===== src/rtl/mem_bus_pkg.sv =====
// Shared definitions for the RAM port arbiter slice.
//   arb_state_t            : arbiter FSM states (IDLE -> ISSUE -> WAIT -> IDLE)
//   GRANT_FETCH/GRANT_DATA : grant / round-robin identifiers
//   DEFAULT_TIMEOUT_CYCLES : default watchdog limit in busy WAIT cycles
package mem_bus_pkg;

    typedef enum logic [1:0] {
        ARB_IDLE  = 2'd0,
        ARB_ISSUE = 2'd1,
        ARB_WAIT  = 2'd2
    } arb_state_t;

    localparam logic GRANT_FETCH = 1'b0;
    localparam logic GRANT_DATA  = 1'b1;

    localparam int unsigned DEFAULT_TIMEOUT_CYCLES = 255;

endpackage


===== src/rtl/mem_req_latch.sv =====
// Per-requester capture and result stage.
//   request/write/address/writeData : one-cycle request pulse and its operands
//   complete/completeData           : arbiter finishing this port's transaction
//   busy                            : request pending or in flight
//   latchWrite/latchAddress/latchWriteData : captured operands
//   resultData                      : read result, held until next completion
//   valid                           : one-cycle completion pulse
module mem_req_latch #(
    parameter int unsigned ADDRESS_WIDTH = 32,
    parameter int unsigned WORD_WIDTH    = 32
) (
    input  logic                     clk,
    input  logic                     reset,
    input  logic                     request,
    input  logic                     write,
    input  logic [ADDRESS_WIDTH-1:0] address,
    input  logic [WORD_WIDTH-1:0]    writeData,
    input  logic                     complete,
    input  logic [WORD_WIDTH-1:0]    completeData,
    output logic                     busy,
    output logic                     latchWrite,
    output logic [ADDRESS_WIDTH-1:0] latchAddress,
    output logic [WORD_WIDTH-1:0]    latchWriteData,
    output logic [WORD_WIDTH-1:0]    resultData,
    output logic                     valid
);

    // complete only arrives while busy, and requests are ignored while busy,
    // so the two branches never compete.
    always_ff @(posedge clk or negedge reset) begin
        if (!reset) begin
            busy           <= 1'b0;
            latchWrite     <= 1'b0;
            latchAddress   <= '0;
            latchWriteData <= '0;
            resultData     <= '0;
            valid          <= 1'b0;
        end else begin
            valid <= complete;
            if (complete) begin
                busy <= 1'b0;
                if (!latchWrite) begin
                    resultData <= completeData;
                end
            end else if (request && !busy) begin
                busy           <= 1'b1;
                latchWrite     <= write;
                latchAddress   <= address;
                latchWriteData <= writeData;
            end
        end
    end

endmodule


===== src/rtl/mem_bus_arbiter.sv =====
// Shares one RAM port between instruction fetch and the load/store unit.
//   fetch*  : fetch requester (read only), result fetchData + fetchValid
//   data*   : load/store requester, result dataReadData + dataValid
//   ram*    : RAM side; ramRequest pulses for one cycle, address/data held
//   timeoutError : pulses with the valid of a transaction aborted by the watchdog
module mem_bus_arbiter
    import mem_bus_pkg::*;
#(
    parameter int unsigned ADDRESS_WIDTH  = 32,
    parameter int unsigned WORD_WIDTH     = 32,
    parameter int unsigned TIMEOUT_CYCLES = DEFAULT_TIMEOUT_CYCLES
) (
    input  logic                     clk,
    input  logic                     reset,
    input  logic                     fetchRequest,
    input  logic [ADDRESS_WIDTH-1:0] fetchAddress,
    output logic                     fetchBusy,
    output logic [WORD_WIDTH-1:0]    fetchData,
    output logic                     fetchValid,
    input  logic                     dataRequest,
    input  logic                     dataWrite,
    input  logic [ADDRESS_WIDTH-1:0] dataAddress,
    input  logic [WORD_WIDTH-1:0]    dataWriteData,
    output logic                     dataBusy,
    output logic [WORD_WIDTH-1:0]    dataReadData,
    output logic                     dataValid,
    output logic                     timeoutError,
    output logic                     ramRequest,
    output logic                     ramWrite,
    output logic [ADDRESS_WIDTH-1:0] ramAddress,
    output logic [WORD_WIDTH-1:0]    ramWriteData,
    input  logic [WORD_WIDTH-1:0]    ramData,
    input  logic                     ramBusy
);

    localparam int unsigned WD_W = $clog2(TIMEOUT_CYCLES + 1);

    arb_state_t             state;
    logic                   grant;
    logic                   lastGrant;
    logic [WD_W-1:0]        watchdog;

    logic                     fetchLatchWrite, dataLatchWrite;
    logic [ADDRESS_WIDTH-1:0] fetchLatchAddress, dataLatchAddress;
    logic [WORD_WIDTH-1:0]    fetchLatchWriteData, dataLatchWriteData;

    logic                  bothPending;
    logic                  winner;
    logic                  abort;
    logic                  finish;
    logic                  fetchComplete, dataComplete;
    logic [WORD_WIDTH-1:0] completeData;

    always_comb begin
        bothPending   = fetchBusy && dataBusy;
        winner        = bothPending ? ~lastGrant : (dataBusy ? GRANT_DATA : GRANT_FETCH);
        // Abort on the busy WAIT edge that would bring the count to TIMEOUT_CYCLES.
        abort         = (state == ARB_WAIT) && ramBusy && (watchdog == WD_W'(TIMEOUT_CYCLES - 1));
        finish        = (state == ARB_WAIT) && (!ramBusy || abort);
        fetchComplete = finish && (grant == GRANT_FETCH);
        dataComplete  = finish && (grant == GRANT_DATA);
        completeData  = abort ? '0 : ramData;
    end

    mem_req_latch #(
        .ADDRESS_WIDTH(ADDRESS_WIDTH),
        .WORD_WIDTH   (WORD_WIDTH)
    ) u_fetch_latch (
        .clk           (clk),
        .reset         (reset),
        .request       (fetchRequest),
        .write         (1'b0),
        .address       (fetchAddress),
        .writeData     ('0),
        .complete      (fetchComplete),
        .completeData  (completeData),
        .busy          (fetchBusy),
        .latchWrite    (fetchLatchWrite),
        .latchAddress  (fetchLatchAddress),
        .latchWriteData(fetchLatchWriteData),
        .resultData    (fetchData),
        .valid         (fetchValid)
    );

    mem_req_latch #(
        .ADDRESS_WIDTH(ADDRESS_WIDTH),
        .WORD_WIDTH   (WORD_WIDTH)
    ) u_data_latch (
        .clk           (clk),
        .reset         (reset),
        .request       (dataRequest),
        .write         (dataWrite),
        .address       (dataAddress),
        .writeData     (dataWriteData),
        .complete      (dataComplete),
        .completeData  (completeData),
        .busy          (dataBusy),
        .latchWrite    (dataLatchWrite),
        .latchAddress  (dataLatchAddress),
        .latchWriteData(dataLatchWriteData),
        .resultData    (dataReadData),
        .valid         (dataValid)
    );

    always_ff @(posedge clk or negedge reset) begin
        if (!reset) begin
            state        <= ARB_IDLE;
            grant        <= GRANT_FETCH;
            lastGrant    <= GRANT_DATA;
            watchdog     <= '0;
            ramRequest   <= 1'b0;
            ramWrite     <= 1'b0;
            ramAddress   <= '0;
            ramWriteData <= '0;
            timeoutError <= 1'b0;
        end else begin
            ramRequest   <= 1'b0;
            timeoutError <= 1'b0;
            case (state)
                ARB_IDLE: begin
                    if (fetchBusy || dataBusy) begin
                        grant <= winner;
                        // Round-robin pointer only moves when there was a real contest.
                        if (bothPending) begin
                            lastGrant <= winner;
                        end
                        // RAM operands are registered here so they are stable for ISSUE and WAIT.
                        ramRequest   <= 1'b1;
                        ramWrite     <= (winner == GRANT_DATA) ? dataLatchWrite     : fetchLatchWrite;
                        ramAddress   <= (winner == GRANT_DATA) ? dataLatchAddress   : fetchLatchAddress;
                        ramWriteData <= (winner == GRANT_DATA) ? dataLatchWriteData : fetchLatchWriteData;
                        state        <= ARB_ISSUE;
                    end
                end
                ARB_ISSUE: begin
                    watchdog <= '0;
                    state    <= ARB_WAIT;
                end
                ARB_WAIT: begin
                    if (finish) begin
                        timeoutError <= abort;
                        state        <= ARB_IDLE;
                    end else if (ramBusy) begin
                        watchdog <= watchdog + WD_W'(1);
                    end
                end
                default: state <= ARB_IDLE;
            endcase
        end
    end

endmodule

===== config.mk =====
export PLATFORM = sky130hd
export DESIGN_NAME = mem_bus_arbiter
export DESIGN_NICKNAME = d
export VERILOG_FILES = /design/src/rtl/mem_bus_pkg.sv /design/src/rtl/mem_req_latch.sv /design/src/rtl/mem_bus_arbiter.sv
export SDC_FILE = /design/constraint.sdc
export NUM_CORES = 1
export LEC_CHECK = 0
export ABC_AREA = 0
export ABC_CLOCK_PERIOD_IN_PS = 4430
export BUFFER_PORTS_ARGS = -buffer_cell sky130_fd_sc_hd__buf_2
export CAP_MARGIN = 20
export CORE_MARGIN = 2
export CORE_UTILIZATION = 58
export CTS_BUF_LIST = sky130_fd_sc_hd__clkbuf_4 sky130_fd_sc_hd__clkbuf_8
export DETAILED_ROUTE_END_ITERATION = 8
export PLACE_DENSITY = 0.9
export SYNTH_ARGS = -nofsm -noshare
export SYNTH_HDL_FRONTEND = slang
export SYNTH_SLANG_ARGS = --single-unit

===== constraint.sdc =====
create_clock -name clk -period 4.43 [get_ports clk]
set_input_delay 0 -clock clk [delete_from_list [all_inputs] [get_ports clk]]
set_output_delay 0 -clock clk [all_outputs]
set_load 0.02 [all_outputs]

==> run summary <==
The total overflow left after global routing is 0. STA classifies the critical path startpoint as a flip-flop. The detailed-route DRC error count is 0. The netlist area before placement came out at approximately 9500 sq um. The final hold violation count was 0. The maximum ir drop on the vdd rail is ~0.43 mV. Summed over all instances, the cell type with the most area after synthesis is sky130_fd_sc_hd__dfrtp_1.

The setup path with the least slack is of type reg -> reg. The worst hold path begins at ramBusy. The number of distinct standard cells referenced by the synthesized netlist came out at 42. Summed over all cells, the static leakage comes to ~6.6 nW.

The number of antenna violations at the first check in global routing came out at 0. The power per standard cell area came out at 733 nW/um^2. TritonCTS created 40 clock buffers. The detailed-routing iteration count for the pre-antenna-repair pass came out at 5. The initial utilization of the core area, before any placement, comes to between 50% and 60%. The area share of the largest cell type after synthesis came out at between 60% and 70%. The synthesized-area fraction occupied by adder cells is less than 1%. The cell count of the worst reg-to-reg path came out at 7. The first global-routing pass estimated about 45 mm of wire. The critical register-to-register path startpoint is watchdog[0]. The clock skew came out at roughly 11 ps. The die is 132 microns wide.

Yosys attributes the largest share of cell area to sky130_fd_sc_hd__dfrtp_1 64%, sky130_fd_sc_hd__a22o_1 9.1%, sky130_fd_sc_hd__mux2_4 7.9%. The post-route clock period utilization came out at about 63%. The number of buffers added for setup after CTS came out at 0. Measured against its own limit, the worst slew margin works out to between 30% and 40%. The floorplan has 46 rows. The multiplexer share of the synthesized area is 16.8%. The source-to-sink clock delay at the later pin of the worst-skew pair came out at 520 ps. The critical path data required time is between 4000 and 5000 ps.

The die extent in y is roughly 130 microns. The core region is between 15000 and 20000 sq um. The endpoint identified for the worst register-to-register timing path is u_data_latch.latchWrite. For this run, the leading register cell type out of synthesis is sky130_fd_sc_hd__dfrtp_1. The total cell area at the placement stage came out at 11100 sq um.

The area added between synthesis and finish is 38.9%. The synthesized instance count came out at about 650. The post-synthesis area per instance is roughly 15 sq um. The routed length per placed instance is 21.7 microns. The kind of path behind the tightest hold check is in -> reg. The maximum cell stage delay along the critical path came out at between 900 and 1000 ps. The overall die area is ~17000 sq um.

The part of the power in the clock network is approximately 21%. The detailed placement HPWL came out at about 15 mm. After clock tree synthesis, the clock-pin slew on the worst setup and hold paths is 60 ps. The via count is around 7500.

The final design area excluding fillers is 13200 sq um. The sequential-to-total area share from yosys stat is roughly 64%. The total internal power is around 0.006 W. The relative contribution of combinational cells to total power came out at 38.8%. The simple-gate share of the synthesized area is 3.34%.

The total wirelength of the detailed-routed design came out at 28.3 mm. The library cell used most frequently in the layout, excluding fill and tap cells, is sky130_fd_sc_hd__buf_2. In the layout the commonest cells are 267 x sky130_fd_sc_hd__buf_2, 243 x sky130_fd_sc_hd__dfrtp_1, 132 x sky130_fd_sc_hd__dlygate4sd3_1.

Setup repair after global routing left no endpoint under its margin. Using the TritonRoute via totals, the vias-per-cell ratio works out to approximately 5.7. In this design, the largest share of critical-path delay is due to compound AO/OA/AOI/OAI gates. The highest-delay cell along the critical path is sky130_fd_sc_hd__a311oi_4. The slew of the pin with the lowest slew margin came out at around 1000 ps. The final antenna-violating net count came out at 0. The number of antenna cells inserted is 0.

The total nets after synthesis is between 700 and 800. The hold slack is between 80 and 90 ps. Data on the critical path arrives at its endpoint at roughly 3200 ps.

The number of global-route vias before repair came out at around 8000. The flow ran to the end, and the final reports show no timing, DRC or antenna violations. For this run, the total global-route usage over all layers was measured as roughly 32%. The register-to-register setup slack is 1630 ps.

The design draws between 0.009 and 0.01 W. In the final design database the tool counted ~1200 nets. The worst hold path depth is 4.

The share of layout cells above drive strength 1 is between 40% and 50%. The switching power total came out at approximately 0.0036 W. The number of DRC violations after detailed-routing iteration 0 came out at between 400 and 500. Based on the critical path, the design can be clocked at up to between 300 and 400 MHz.

The count of flip-flops with a built-in enable after synthesis is 0. The largest family of logic cells by synthesized area is multiplexers. The most critical setup path has its startpoint at watchdog[0]. The worst hold path terminates at state[1]. Summing the areas of all compound-gate instances in the mapped netlist gives between 10% and 20% of the synthesized area. The count of state elements after synthesis came out at roughly 240. Counting along the longest clock path gives a buffer depth of 3.

The critical path contains buffers and inverters numbering 2 combined. Setup violations remaining at the end of the flow were counted as 0. The reported max-cap violation count came out at 0. The post-route setup TNS came out at 0 ps. Entering global routing, the biggest net connects 124 pins. The number of ports placed on the die boundary came out at 269. The share of synthesized registers carrying an async set or reset came out at 100%. The share of the synthesized netlist area taken by xor and xnor gates is less than 1%. TritonCTS built the clock tree. STA classifies the critical path endpoint as a flip-flop.

The clock period could shrink to ~2800 ps. The switching share of power came out at 37.3%. The total of warnings raised by yosys is 0. In this run the clock root is driven by a sky130_fd_sc_hd__clkbuf_8. The number of I/O port buffers is between 200 and 300. The CTS sink count is ~240. Traced cell by cell, the critical path runs through inv_1, ha_1, nand4_1, o21ai_2, a311oi_4, buf_4, mux2_2. In this run the number of H-tree levels came out at 2. The congestion estimate from routability-driven global placement came to around 0.85. The peak fanout along the critical path came out at 16. The count of pins over their slew limit came out at 0.

In this run, flip-flops and latches consume between 40% and 50% of the power. The count of cell instances traversed by the critical path came out at 7.
-- logic make-up (layout without fill, tap and decap cells) --
family	Yosys count	in the layout
xor+xnor	1	1
compound gates	158	158
fa+ha+maj	2	2
mux	129	129
buf+inv	49	484
simple gates	69	69
flops	244	244
-- how the worst max path moves through the flow --
stage / end / slack [ps]
3_5_place_dp: u_data_latch.latchWrite / 1650
2_1_floorplan: u_data_latch.latchAddress[12] / 2530
5_1_grt: u_data_latch.latchWrite / 1490
4_1_cts: u_data_latch.latchWrite / 1620
6_report: u_data_latch.latchWrite / 1630
3_3_place_gp: u_data_latch.latchWrite / 1680
-- through the flow --
stage,std cells,setup slack (ps),util [%]
detailed placement,1104,1650,69.5
global placement,1102,1680,69.2
CTS,1303,1620,82.8
global route,1303,1490,82.8
finish,1303,1630,82.8
floorplan,652,2530,-
-- timing repair --
item                                   4_1_cts  5_1_grt
endpoints found under the hold margin      285        0
gates resized for setup                      0        0
hold buffers                               132        0
setup endpoints to repair                    0        0
-- metal layers --
| metal | global-route usage (%) | part of all wire, % | up-vias |
|---|---|---|---|
| li1 | - | - | 3208 |
| met1 | 38.9 | 37 | 3768 |
| met2 | 55.9 | 51 | 416 |
| met3 | 7.96 | 8.1 | 82 |
| met4 | 14.4 | 3.6 | 0 |
| met5 | 0 | 0 | - |
-- state kept, by name, indices dropped and copies added (netlist names), 2 cells and up --
signal,count
ramWriteData,32
ramAddress,32
state,2
u_data_latch.latchWriteData,32
u_fetch_latch.resultData,32
u_data_latch.latchAddress,32
watchdog,8
u_fetch_latch.latchAddress,32
u_data_latch.resultData,32
-- final cells by class --
| cell class | count | area, sq um |
|---|---|---|
| sequential | 244 | 6110 |
| fill | 809 | 2760 |
| multi-input combinational | 359 | 3220 |
| clock inverter | 4 | 22.5 |
| clock buffer | 63 | 786 |
| tap | 216 | 270 |
| timing repair buffer | 412 | 2820 |
| inverter | 5 | 18.8 |
-- power by group through the flow --
stage	Sequential (W)	Clock (W)	Combinational [W]
2_1_floorplan	0.00437	0	0.00188
3_3_place_gp	0.00384	0	0.00339
3_5_place_dp	0.00390	0	0.00356
4_1_cts	0.00388	0.00199	0.00366
5_1_grt	0.00406	0.00211	0.00402
6_report	0.00396	0.00199	0.00377
-- cell usage after synthesis (2+ instances only) --
| library cell | instances |
|---|---|
| sky130_fd_sc_hd__dfrtp_1 | 243 |
| sky130_fd_sc_hd__a22o_1 | 99 |
| sky130_fd_sc_hd__mux2_4 | 50 |
| sky130_fd_sc_hd__mux2_2 | 47 |
| sky130_fd_sc_hd__nand2_1 | 41 |
| sky130_fd_sc_hd__o21ai_0 | 35 |
| sky130_fd_sc_hd__mux2i_1 | 32 |
| sky130_fd_sc_hd__clkbuf_1 | 22 |
| sky130_fd_sc_hd__buf_2 | 12 |
| sky130_fd_sc_hd__nor2_1 | 9 |
| sky130_fd_sc_hd__buf_6 | 8 |
| sky130_fd_sc_hd__a21oi_1 | 6 |
| sky130_fd_sc_hd__inv_1 | 5 |
| sky130_fd_sc_hd__and4_1 | 4 |
| sky130_fd_sc_hd__a31oi_1 | 3 |
| sky130_fd_sc_hd__nand2b_1 | 3 |
| sky130_fd_sc_hd__a21boi_0 | 2 |
| sky130_fd_sc_hd__buf_4 | 2 |
| sky130_fd_sc_hd__ha_1 | 2 |
| sky130_fd_sc_hd__nand3_1 | 2 |
| sky130_fd_sc_hd__nand4_1 | 2 |
| sky130_fd_sc_hd__nor3_1 | 2 |
| sky130_fd_sc_hd__o31ai_1 | 2 |
-- worst min-delay path, cell delays in order --
cell and delay, ps:
sky130_fd_sc_hd__buf_2 180, sky130_fd_sc_hd__a21boi_1 200, sky130_fd_sc_hd__nand2_1 90, sky130_fd_sc_hd__o21ai_0 70
Note: power is estimated with default switching activity, not from simulation.
